==> config.mk <==
export PLATFORM = sky130hd
export DESIGN_NAME = faccel_master_flat
export DESIGN_NICKNAME = d
export VERILOG_FILES = /design/src/rtl/faccel_pkg.sv /design/src/rtl/faccel_if.sv /design/src/rtl/faccel_master_poll_timer.sv /design/src/rtl/faccel_master.sv /design/src/flat_wrapper.sv
export SDC_FILE = /design/constraint.sdc
export NUM_CORES = 1
export LEC_CHECK = 0
export CAP_MARGIN = 20
export CORE_MARGIN = 5
export CORE_UTILIZATION = 47
export DETAILED_ROUTE_END_ITERATION = 7
export HOLD_SLACK_MARGIN = 0.1
export PLACE_DENSITY = 0.8
export SLEW_MARGIN = 20
export SYNTH_ARGS = -nofsm -noshare
export SYNTH_HDL_FRONTEND = slang
export SYNTH_SLANG_ARGS = --single-unit
==> constraint.sdc <==
create_clock -name clk -period 2.55 [get_ports clk]
set_input_delay 0.765 -clock clk [delete_from_list [all_inputs] [get_ports clk]]
set_output_delay 0.765 -clock clk [all_outputs]
set_load 0.01 [all_outputs]
==> src/rtl/faccel_pkg.sv <==
// Shared definitions for the factorial-accelerator master: register map,
// controller state encoding and a counter-width helper.
package faccel_pkg;

    localparam logic [1:0] ADDR_N      = 2'd0;
    localparam logic [1:0] ADDR_GO     = 2'd1;
    localparam logic [1:0] ADDR_STATUS = 2'd2;
    localparam logic [1:0] ADDR_RESULT = 2'd3;

    typedef enum logic [2:0] {
        IDLE,
        WR_N,
        WR_GO,
        CLR_GO,
        POLL,
        READ,
        RESP
    } state_t;

    // Width needed to hold 0..limit, never narrower than one bit.
    function automatic int unsigned cnt_width(input int unsigned limit);
        return (limit < 2) ? 1 : $clog2(limit + 1);
    endfunction

endpackage

==> src/rtl/faccel_if.sv <==
// Host request/response handshake plus the accelerator register bus.
interface faccel_if;

    logic        req_valid;
    logic        req_ready;
    logic [3:0]  req_n;
    logic        resp_valid;
    logic        resp_ready;
    logic [31:0] resp_data;
    logic        resp_err;
    logic        bus_we;
    logic [1:0]  bus_a;
    logic [3:0]  bus_d;
    logic [31:0] bus_rdata;

    modport master (
        input  req_valid, req_n, resp_ready, bus_rdata,
        output req_ready, resp_valid, resp_data, resp_err,
        output bus_we, bus_a, bus_d
    );

    modport slave (
        output req_valid, req_n, resp_ready, bus_rdata,
        input  req_ready, resp_valid, resp_data, resp_err,
        input  bus_we, bus_a, bus_d
    );

endinterface

==> src/rtl/faccel_master_poll_timer.sv <==
// Clearable, saturating poll counter; tc flags the last permitted poll.
module poll_timer
    import faccel_pkg::*;
#(
    parameter int unsigned LIMIT = 255
) (
    input  logic clk,
    input  logic rst,
    input  logic clr,
    input  logic en,
    output logic tc
);

    localparam int unsigned W = cnt_width(LIMIT);

    logic [W-1:0] count;

    // Count enabled cycles, holding at LIMIT so the value never wraps.
    always_ff @(posedge clk) begin
        if (!rst) begin
            count <= '0;
        end else if (clr) begin
            count <= '0;
        end else if (en && (count != W'(LIMIT))) begin
            count <= count + 1'b1;
        end
    end

    assign tc = (count == W'(LIMIT - 1));

endmodule

==> src/rtl/faccel_master.sv <==
// Sequences one factorial job on the accelerator: write N, pulse GO,
// poll STATUS with a timeout, read RESULT, then hold the response.
module faccel_master
    import faccel_pkg::*;
#(
    parameter int unsigned TIMEOUT = 255,
    parameter int unsigned MAX_N   = 12
) (
    input  logic     clk,
    input  logic     rst,
    faccel_if.master io
);

    state_t state;
    logic   timer_clr;
    logic   timer_en;
    logic   timer_tc;

    // Counter restarts while GO is being written and advances on each idle poll.
    always_comb begin
        timer_clr = (state == WR_GO);
        timer_en  = (state == POLL) && !io.bus_rdata[0] && !timer_tc;
    end

    poll_timer #(
        .LIMIT (TIMEOUT)
    ) u_poll_timer (
        .clk (clk),
        .rst (rst),
        .clr (timer_clr),
        .en  (timer_en),
        .tc  (timer_tc)
    );

    // Controller; every output is registered together with the next state,
    // so the bus lines are a pure function of the state register.
    always_ff @(posedge clk) begin
        if (!rst) begin
            state         <= IDLE;
            io.req_ready  <= 1'b1;
            io.resp_valid <= 1'b0;
            io.resp_data  <= '0;
            io.resp_err   <= 1'b0;
            io.bus_we     <= 1'b0;
            io.bus_a      <= ADDR_N;
            io.bus_d      <= '0;
        end else begin
            case (state)
                IDLE: begin
                    if (io.req_valid) begin
                        io.req_ready <= 1'b0;
                        if ({28'd0, io.req_n} > MAX_N) begin
                            state         <= RESP;
                            io.resp_valid <= 1'b1;
                            io.resp_err   <= 1'b1;
                            io.resp_data  <= '0;
                        end else begin
                            // bus_d doubles as the captured operand
                            state     <= WR_N;
                            io.bus_we <= 1'b1;
                            io.bus_a  <= ADDR_N;
                            io.bus_d  <= io.req_n;
                        end
                    end
                end
                WR_N: begin
                    state     <= WR_GO;
                    io.bus_we <= 1'b1;
                    io.bus_a  <= ADDR_GO;
                    io.bus_d  <= 4'b0001;
                end
                WR_GO: begin
                    state     <= CLR_GO;
                    io.bus_we <= 1'b1;
                    io.bus_a  <= ADDR_GO;
                    io.bus_d  <= 4'b0000;
                end
                CLR_GO: begin
                    state     <= POLL;
                    io.bus_we <= 1'b0;
                    io.bus_a  <= ADDR_STATUS;
                    io.bus_d  <= '0;
                end
                POLL: begin
                    if (io.bus_rdata[0]) begin
                        state    <= READ;
                        io.bus_a <= ADDR_RESULT;
                    end else if (timer_tc) begin
                        state         <= RESP;
                        io.bus_a      <= ADDR_N;
                        io.resp_valid <= 1'b1;
                        io.resp_err   <= 1'b1;
                        io.resp_data  <= '0;
                    end
                end
                READ: begin
                    state         <= RESP;
                    io.bus_a      <= ADDR_N;
                    io.resp_valid <= 1'b1;
                    io.resp_err   <= 1'b0;
                    io.resp_data  <= io.bus_rdata;
                end
                RESP: begin
                    if (io.resp_ready) begin
                        state         <= IDLE;
                        io.resp_valid <= 1'b0;
                        io.req_ready  <= 1'b1;
                    end
                end
                default: begin
                    state         <= IDLE;
                    io.req_ready  <= 1'b1;
                    io.resp_valid <= 1'b0;
                    io.bus_we     <= 1'b0;
                    io.bus_a      <= ADDR_N;
                    io.bus_d      <= '0;
                end
            endcase
        end
    end

endmodule

==> src/flat_wrapper.sv <==
// flat-port wrapper written by rule: the top's interface ports become plain ports
module faccel_master_flat import faccel_pkg::*;
#(
    parameter int unsigned TIMEOUT = 255,
    parameter int unsigned MAX_N   = 12
)
  (clk, rst, io_req_valid, io_req_n, io_resp_ready, io_bus_rdata, io_req_ready, io_resp_valid, io_resp_data, io_resp_err, io_bus_we, io_bus_a, io_bus_d);
  faccel_if io_i ();
  input  logic clk;
  input  logic rst;
  input wire logic [$bits(io_i.req_valid)-1:0] io_req_valid;
  input wire logic [$bits(io_i.req_n)-1:0] io_req_n;
  input wire logic [$bits(io_i.resp_ready)-1:0] io_resp_ready;
  input wire logic [$bits(io_i.bus_rdata)-1:0] io_bus_rdata;
  output wire logic [$bits(io_i.req_ready)-1:0] io_req_ready;
  output wire logic [$bits(io_i.resp_valid)-1:0] io_resp_valid;
  output wire logic [$bits(io_i.resp_data)-1:0] io_resp_data;
  output wire logic [$bits(io_i.resp_err)-1:0] io_resp_err;
  output wire logic [$bits(io_i.bus_we)-1:0] io_bus_we;
  output wire logic [$bits(io_i.bus_a)-1:0] io_bus_a;
  output wire logic [$bits(io_i.bus_d)-1:0] io_bus_d;
  assign io_i.req_valid = io_req_valid;
  assign io_i.req_n = io_req_n;
  assign io_i.resp_ready = io_resp_ready;
  assign io_i.bus_rdata = io_bus_rdata;
  assign io_req_ready = io_i.req_ready;
  assign io_resp_valid = io_i.resp_valid;
  assign io_resp_data = io_i.resp_data;
  assign io_resp_err = io_i.resp_err;
  assign io_bus_we = io_i.bus_we;
  assign io_bus_a = io_i.bus_a;
  assign io_bus_d = io_i.bus_d;
  faccel_master #(.TIMEOUT(TIMEOUT), .MAX_N(MAX_N)) u_core (.clk(clk), .rst(rst), .io(io_i));
endmodule
==> impl_metrics.csv, run 1 <==
group,metric,value,unit
status,status,"complete, no violations",
setup_path,crit_family,"simple AND/OR/NAND/NOR gates",
final_layout,fillerInstances,469,
final_layout,fin_nets,392,
global_routing,grt_overflow,0,
placement,place_congestion,0.860,
timing,final_min_period_over_clock_period,86.3,%
setup_path,crit_type,"in2reg",
timing,setup_total_negative_slack,0,ps
drt,post-route-drc-count,0,
drt,detail_route.wl_per_cell,15.0,um
timing,post-route-worst-setup-slack,350,ps
global_routing,gr-usage-met2,28.2,%
global_routing,gr-usage-met3,4.08,%
power,pwr_density_cell,818,mW/mm2
setup_path,cpPeakStageDelay,560,ps
floorplan,die_x,85.2,um
synthesis,synth_area_leaders,"sky130_fd_sc_hd__dfxtp_1, sky130_fd_sc_hd__a311oi_2, sky130_fd_sc_hd__a21oi_1",
setup_path,crit_path_cell_trace,"clkdlybuf4s50_1 -> or4b_4 -> a31oi_1 -> nand2b_1 -> a2111oi_0",
clock_tree,cts_hold_buf,0,
power,total_leakage_power,0.00111,uW
floorplan,num_rows,27,
floorplan,core_region_area,0.00551,mm2
clock_tree,clock_insertion_delay_worst_skew,310,ps
setup_path,path_max_fanout,5,
timing,setup_violations,0,
final_layout,final_layout_size_suffix_gt1_share,16.9,%
global_routing,grtUsageTotal,17.5,%
placement,place_area,0.00352,mm2
placement,preCtsSetupSlack,19.3,ps
timing,final-hold-violation-count,0,
floorplan,floorplan.die.height,85.2,um
final_layout,final_area,0.00361,mm2
drt,drt-initial-drc-count,135,
setup_path,crit_buf_inv,1,
drt,routed-via-count,2371,
synthesis,synth.top_cell.area_share,39.9,%
final_layout,final-instance-count-excl-fill,422,
final_layout,diodes,0,
synthesis,edff_count_synth,0,
floorplan,design.die.area,0.00725,mm2
placement,dp_hpwl,4450,um
drt,final_antenna_net_count,0,
power,worst_ir_drop_vdd,0.436,mV
flow_run,drv_cap,0,
timing,timing.final.crit_period,2200,ps
clock_tree,postCtsResizedCells,0,
global_routing,grt_start_max_net_pins,65,
clock_tree,post_cts.repair.setup_buffers,0,
synthesis,ys_seq_area_share,39.9,%
clock_tree,ctsRootBufferMaster,"sky130_fd_sc_hd__clkbuf_8",
drt,wirelength,6350,um
placement,place.port_buffers,81,
synthesis,netlist_area,0.00266,mm2
global_routing,grt_pass1_vias,2216,
timing,worst_pin_slew,628,ps
power,report.power.total,2950,uW
final_layout,layout-area-overhead-vs-synth,35.8,%
drt,drt_first_pass_iters,4,
synthesis,yosys_reg_bits,53,
floorplan,design.portCount,82,
synthesis,synth_most_common_cell,"sky130_fd_sc_hd__dfxtp_1",
worst_hold_path,min-delay-path-class,"reg2reg",
setup_path,end_kind,"flop",
synthesis,yosys_warnings,0,
setup_path,setup.worst_path.start_class,"input port",
global_routing,wire_length_of_the_first_global_routing_pass,10600,um
synthesis,synth.net_count,316,
timing,fmax,0.455,GHz
global_routing,globalRoute.busiestLayer,"met2",
synthesis,synth-async-reset-ratio,0,%
synthesis,synthDistinctLibCells,51,
global_routing,antenna_found_initial,0,
clock_tree,cts-buffers-inserted,5,
drt,vias_per_cell,5.62,
timing,rsz0062_at_grt,"false",
floorplan,start_util,48.2,%
placement,placed_cells_incl_taps,415,
setup_path,cp.required,2720,ps
setup_path,critPathArrivalTime,2370,ps
timing,skew,7.34,ps
clock_tree,cts_max_level,2,
timing,timing_max_transition_violations_final,0,
synthesis,post-synth-top-area-cell,"sky130_fd_sc_hd__dfxtp_1",
global_routing,met1_usage,22.7,%
synthesis,syn-mean-instance-area,9.69,um2
clock_tree,clkSlewWorstSetupHoldPaths,90,ps
timing,timing.slew.headroom,58.1,%
clock_tree,clkSinkCount,53,
synthesis,netlist_instances,274,
setup_path,critical-path-slowest-cell,"sky130_fd_sc_hd__or4b_4",
clock_tree,cts-root-to-sink-buffers,2,
clock_tree,cts_tree,"yes",
synthesis,post_synth_most_frequent_cells,"sky130_fd_sc_hd__dfxtp_1, sky130_fd_sc_hd__nand2_1, sky130_fd_sc_hd__a21oi_1",
synthesis,yosys_most_used_dff,"sky130_fd_sc_hd__dfxtp_1",
-- sequential cells by signal, summed over array words and instances, names as in the netlist --
signal                     flops
u_core.io.bus_d                4
u_core.io.resp_err             1
u_core.io.resp_data           32
u_core.io.bus_a                2
u_core.io.req_ready            1
u_core.u_poll_timer.count      8
u_core.io.resp_valid           1
u_core.state                   3
u_core.io.bus_we               1
-- placed cells by master, fill, tap and decap left out, drive strengths merged, types with 2 or more instances in the layout --
master	count
a2111oi	2
a211oi	3
a21oi	36
a311oi	32
a31o	3
a31oi	3
buf	10
clkbuf	6
clkdlybuf4s50	81
dfxtp	53
ha	2
inv	4
mux2i	4
nand2	47
nand2b	3
nand3	8
nand3b	2
nor2	8
nor3	2
o211ai	6
o21ai	6
o311a	2
o31ai	2
or3	2
or4	3
xnor2	3
xor2	2
-- cells by family after synthesis --
logic type	synth area share [%]
flops	39.9
simple gates	16.0
buf+inv	6.64
mux	1.51
compound gates	33.3
fa+ha+maj	0.942
xor+xnor	1.65
-- worst reg2reg max path, cell delays in order, from the launching register on --
cell                       delay, ps
sky130_fd_sc_hd__dfxtp_1         710
sky130_fd_sc_hd__inv_2           220
sky130_fd_sc_hd__nor4_4          370
sky130_fd_sc_hd__buf_12          290
sky130_fd_sc_hd__nand2_1         130
sky130_fd_sc_hd__a311oi_2        270
-- layout make-up --
class	count	area, um2	area share [%]
Inverter	4	15.0	0.416
Timing Repair Buffer	91	911	25.3
Multi-Input combinational cell	195	1440	39.9
Clock buffer	6	82.6	2.29
Sequential cell	53	1060	29.4
Clock inverter	1	7.51	0.208
Tap cell	72	90.1	2.50
-- final timing paths --
kind | start | to | slack (ps) | cells after the start
setup / recovery | io_bus_rdata[0] | u_core.state[0]$_SDFFE_PN0P_ | 350 | 5
hold / removal | u_core.io.bus_d[2]$_SDFFE_PN0P_ | u_core.io.bus_d[2]$_SDFFE_PN0P_ | 470 | 2
setup reg to reg | u_core.state[2]$_SDFFE_PN0P_ | u_core.io.resp_data[11]$_SDFFE_PN0P_ | 470 | 5
hold reg to reg | u_core.io.bus_d[2]$_SDFFE_PN0P_ | u_core.io.bus_d[2]$_SDFFE_PN0P_ | 470 | 2
-- power breakdown --
part	switching (uW)	internal, uW
registers	151	932
logic	792	580
clock network	279	215
-- stage by stage --
| stage | util (%) | hold WS (ps) |
|---|---|---|
| after floorplan | - | 461 |
| after global placement | 63.8 | 443 |
| after detailed placement | 63.8 | 457 |
| after CTS | 65.5 | 470 |
| after global routing | 65.5 | 490 |
| final | 65.5 | 468 |
-- per-layer routing --
| layer | routed length [um] | part of all wire (%) |
|---|---|---|
| met2 | 3130 | 49 |
| met1 | 2770 | 44 |
| met5 | 0 | 0 |
| met3 | 361 | 5.7 |
| met4 | 93 | 1.5 |
(Power assumes the default switching activity.)
==> run 2, diff against run 1 <==
--- a/config.mk
+++ b/config.mk
@@ -5,13 +5,15 @@
 export SDC_FILE = /design/constraint.sdc
 export NUM_CORES = 1
 export LEC_CHECK = 0
-export CAP_MARGIN = 20
+export CAP_MARGIN = 5
 export CORE_MARGIN = 5
 export CORE_UTILIZATION = 47
 export DETAILED_ROUTE_END_ITERATION = 7
 export HOLD_SLACK_MARGIN = 0.1
 export PLACE_DENSITY = 0.8
+export SKIP_CTS_REPAIR_TIMING = 1
 export SLEW_MARGIN = 20
 export SYNTH_ARGS = -nofsm -noshare
 export SYNTH_HDL_FRONTEND = slang
+export SYNTH_HIERARCHICAL = 1
 export SYNTH_SLANG_ARGS = --single-unit
==> run 2 against run 1 <==
Compared with the run above: clock power down 4%; sequential power down 6%; final area up 2.7%; die area up 2.4%; global-route usage up 0.050 points; register-to-register slack better by 40 ps; largest cell class unchanged; core utilization up 0.96 points; count of clock-buffer cells in the layout down 1; critical path type unchanged; combinational power down 39%; critical endpoint is now u_core/u_poll_timer/count[7]$_SDFFE_PP0P_; sequential share of layout area down 0.78 points; sequential cell count unchanged; wire length up 2.8%.
==> impl_metrics.csv, run 2 <==
group,metric,value,unit
flow_run,drv_cap,0,
floorplan,core_region_area,0.00557,mm2
synthesis,ys_seq_area_share,38.9,%
global_routing,grt_pass1_vias,2277,
final_layout,fin_nets,424,
power,worst_ir_drop_vdd,0.544,mV
synthesis,synth-simple-area-share,27.4,%
power,pwr_density_cell,629,mW/mm2
power,power.share.switching,36.4,%
power,portion_of_total_power_attributed_to_sequential_cells,43.4,%
final_layout,final_common_cell,"sky130_fd_sc_hd__clkdlybuf4s50_1",
drt,detail_route.wl_per_cell,14.5,um
synthesis,synth-async-reset-ratio,0,%
timing,rsz0062_at_grt,"false",
drt,post-route-drc-count,0,
floorplan,design.die.area,0.00743,mm2
timing,worst_pin_slew,706,ps
final_layout,top_flop_regs,"u_core/io.resp_data: 32 flops, u_core/u_poll_timer/count: 8 flops, u_core/io.bus_d: 4 flops",
clock_tree,clkSlewWorstSetupHoldPaths,100,ps
setup_path,crit_type,"in2reg",
global_routing,grt_overflow,0,
synthesis,share_of_the_synthesized_area_in_compound_gates_ao_oa_aoi_oai,23.4,%
timing,post-route-worst-setup-slack,419,ps
floorplan,start_util,49.0,%
power,power_share_of_the_combinational_group,36.1,%
timing,fmax,0.469,GHz
clock_tree,clkSinkCount,53,
placement,place_congestion,0.864,
drt,wirelength,6530,um
power,power_switching,848,uW
synthesis,synth_most_common_cell,"sky130_fd_sc_hd__dfxtp_1",
clock_tree,cts-root-to-sink-buffers,2,
synthesis,yosys_most_used_dff,"sky130_fd_sc_hd__dfxtp_1",
timing,skew,7.62,ps
drt,drt_first_pass_iters,4,
synthesis,synth.top_cell.area_share,38.9,%
clock_tree,cts_max_level,2,
final_layout,fillerInstances,472,
worst_hold_path,min-delay-path-class,"reg2reg",
timing,timing.final.crit_period,2130,ps
clock_tree,clock_insertion_delay_worst_skew,310,ps
floorplan,die_x,86.2,um
synthesis,post_synth_most_frequent_cells,"sky130_fd_sc_hd__dfxtp_1, sky130_fd_sc_hd__nand2_1, sky130_fd_sc_hd__nand3_2",
drt,routed-via-count,2466,
drt,vias_per_cell,5.47,
synthesis,syn-mean-instance-area,9.22,um2
power,clock_share_of_power,20.4,%
worst_hold_path,holdPathStages,2,
timing,final-hold-violation-count,0,
final_layout,final_layout_size_suffix_gt1_share,22.7,%
final_layout,layout-area-overhead-vs-synth,35.7,%
setup_path,path_max_fanout,4,
timing,timing.slew.headroom,52.9,%
synthesis,synthDistinctLibCells,48,
placement,place.port_buffers,81,
setup_path,critPathArrivalTime,2330,ps
placement,preCtsSetupSlack,106,ps
status,status,"complete, no violations",
setup_path,cp.required,2750,ps
synthesis,post-synth-top-area-cell,"sky130_fd_sc_hd__dfxtp_1",
synthesis,adder_cell_share_of_the_synthesized_area,2.75,%
final_layout,multi_input_area,0.00149,mm2
timing,setup_total_negative_slack,0,ps
floorplan,floorplan.die.height,86.2,um
timing,timing_max_transition_violations_final,0,
clock_tree,ctsRootBufferMaster,"sky130_fd_sc_hd__clkbuf_8",
placement,dp_hpwl,4960,um
synthesis,xor_xnor_fraction_of_synth_area,0,%
floorplan,num_rows,27,
synthesis,synth_top_family_by_area,"simple AND/OR/NAND/NOR gates",
floorplan,design.portCount,82,
final_layout,largest_register_ff_count,32,
global_routing,wire_length_of_the_first_global_routing_pass,10900,um
power,cell_internal_pwr,1480,uW
synthesis,edff_count_synth,0,
synthesis,synth.area.mux_share,0.734,%
synthesis,synth.net_count,342,
final_layout,diodes,0,
setup_path,r2r.worst_path.cells,6,
synthesis,netlist_instances,296,
clock_tree,cts-buffers-inserted,5,
timing,final_min_period_over_clock_period,83.6,%
drt,final_antenna_net_count,0,
synthesis,yosys_warnings,6,
drt,drt-initial-drc-count,105,
clock_tree,cts_tree,"yes",
final_layout,registers.top_by_ff_count,"u_core/io.resp_data",
setup_path,end_kind,"flop",
final_layout,most-common-layout-cells,"sky130_fd_sc_hd__clkdlybuf4s50_1, sky130_fd_sc_hd__dfxtp_1, sky130_fd_sc_hd__nand2_1, sky130_fd_sc_hd__nand3_2, sky130_fd_sc_hd__o21ai_2",
setup_path,setup.worst_path.start_class,"input port",
synthesis,synth_area_leaders,"sky130_fd_sc_hd__dfxtp_1, sky130_fd_sc_hd__nand3_2, sky130_fd_sc_hd__o21ai_2",
synthesis,netlist_area,0.00273,mm2
power,total_leakage_power,0.00129,uW
global_routing,grtUsageTotal,17.5,%
synthesis,yosys_reg_bits,53,
final_layout,seq_area,0.00106,mm2
global_routing,grt_start_max_net_pins,26,
global_routing,antenna_found_initial,0,
timing,setup_violations,0,
[run 2: changes by cell type after synthesis, sizes merged, moves of 4 or more]
cell / delta
o21ai: +35
a311oi: -32
nand3: +31
a21oi: -25
a21boi: +5
ha: +4
inv: +4
nand4: +4
o211a: +4
[run 2: metrics by stage]
stage / util [%] / cells / hold slack [ps] / power (uW) / cell area (um2)
floorplan: - / 296 / 473 / 1580 / 2730
global placement: 64.8 / 443 / 436 / 1860 / 3610
detailed placement: 64.8 / 443 / 444 / 1870 / 3610
CTS: 66.4 / 451 / 459 / 2350 / 3700
global route: 66.4 / 451 / 479 / 2490 / 3700
finish: 66.4 / 451 / 455 / 2330 / 3700
[run 2: final cells by class]
cell class	count	area share (%)
inverters	8	0.811
flip-flops and latches	53	28.6
multi-input cells	215	40.3
repair buffers	95	25.4
clock buffers	5	1.86
clock inverters	3	0.574
well taps	72	2.43
[run 2: final timing paths]
kind                                                      startpoint                                        end  slack [ps]
worst max-delay path                                 io_bus_rdata[0]  u_core/u_poll_timer/count[7]$_SDFFE_PP0P_         420
worst min-delay path            u_core/io.resp_data[19]$_SDFFE_PN0P_       u_core/io.resp_data[19]$_SDFFE_PN0P_         450
worst max register to register          u_core/state[1]$_SDFFE_PN0P_       u_core/io.resp_data[19]$_SDFFE_PN0P_         510
worst min register to register  u_core/io.resp_data[19]$_SDFFE_PN0P_       u_core/io.resp_data[19]$_SDFFE_PN0P_         450
[run 2: layer usage]
metal	up-vias	GRT usage, %	share of wire (%)	wire (um)
met2	88	28.5	47	3070
met3	9	3.71	7.8	508
li1	1238	-	-	-
met4	0	4.82	1.1	75
met1	1131	23.6	44	2880
met5	-	0	0	0
[run 2: logic make-up (layout without fill, tap and decap cells)]
logic type,Yosys count,count (layout)
and+or+nand+nor,123,123
AOI/OAI and AO/OA,84,84
buffers and inverters,28,111
DFF,53,53
muxes,2,2
adders and majority gates,6,6
[run 2: critical path: stages]
cell and delay, ps:
sky130_fd_sc_hd__clkdlybuf4s50_1 470, sky130_fd_sc_hd__nor2_1 170, sky130_fd_sc_hd__and3_1 190, sky130_fd_sc_hd__nand3_1 120, sky130_fd_sc_hd__or4_1 410, sky130_fd_sc_hd__o211a_1 210
[run 2: power groups by stage]
| stage | Sequential, uW | Clock, uW | Combinational, uW |
|---|---|---|---|
| global route | 1030 | 534 | 926 |
| finish | 1010 | 476 | 842 |
| detailed placement | 1030 | 0 | 844 |
| CTS | 1010 | 497 | 845 |
| global placement | 1020 | 0 | 834 |
| floorplan | 1010 | 0 | 575 |
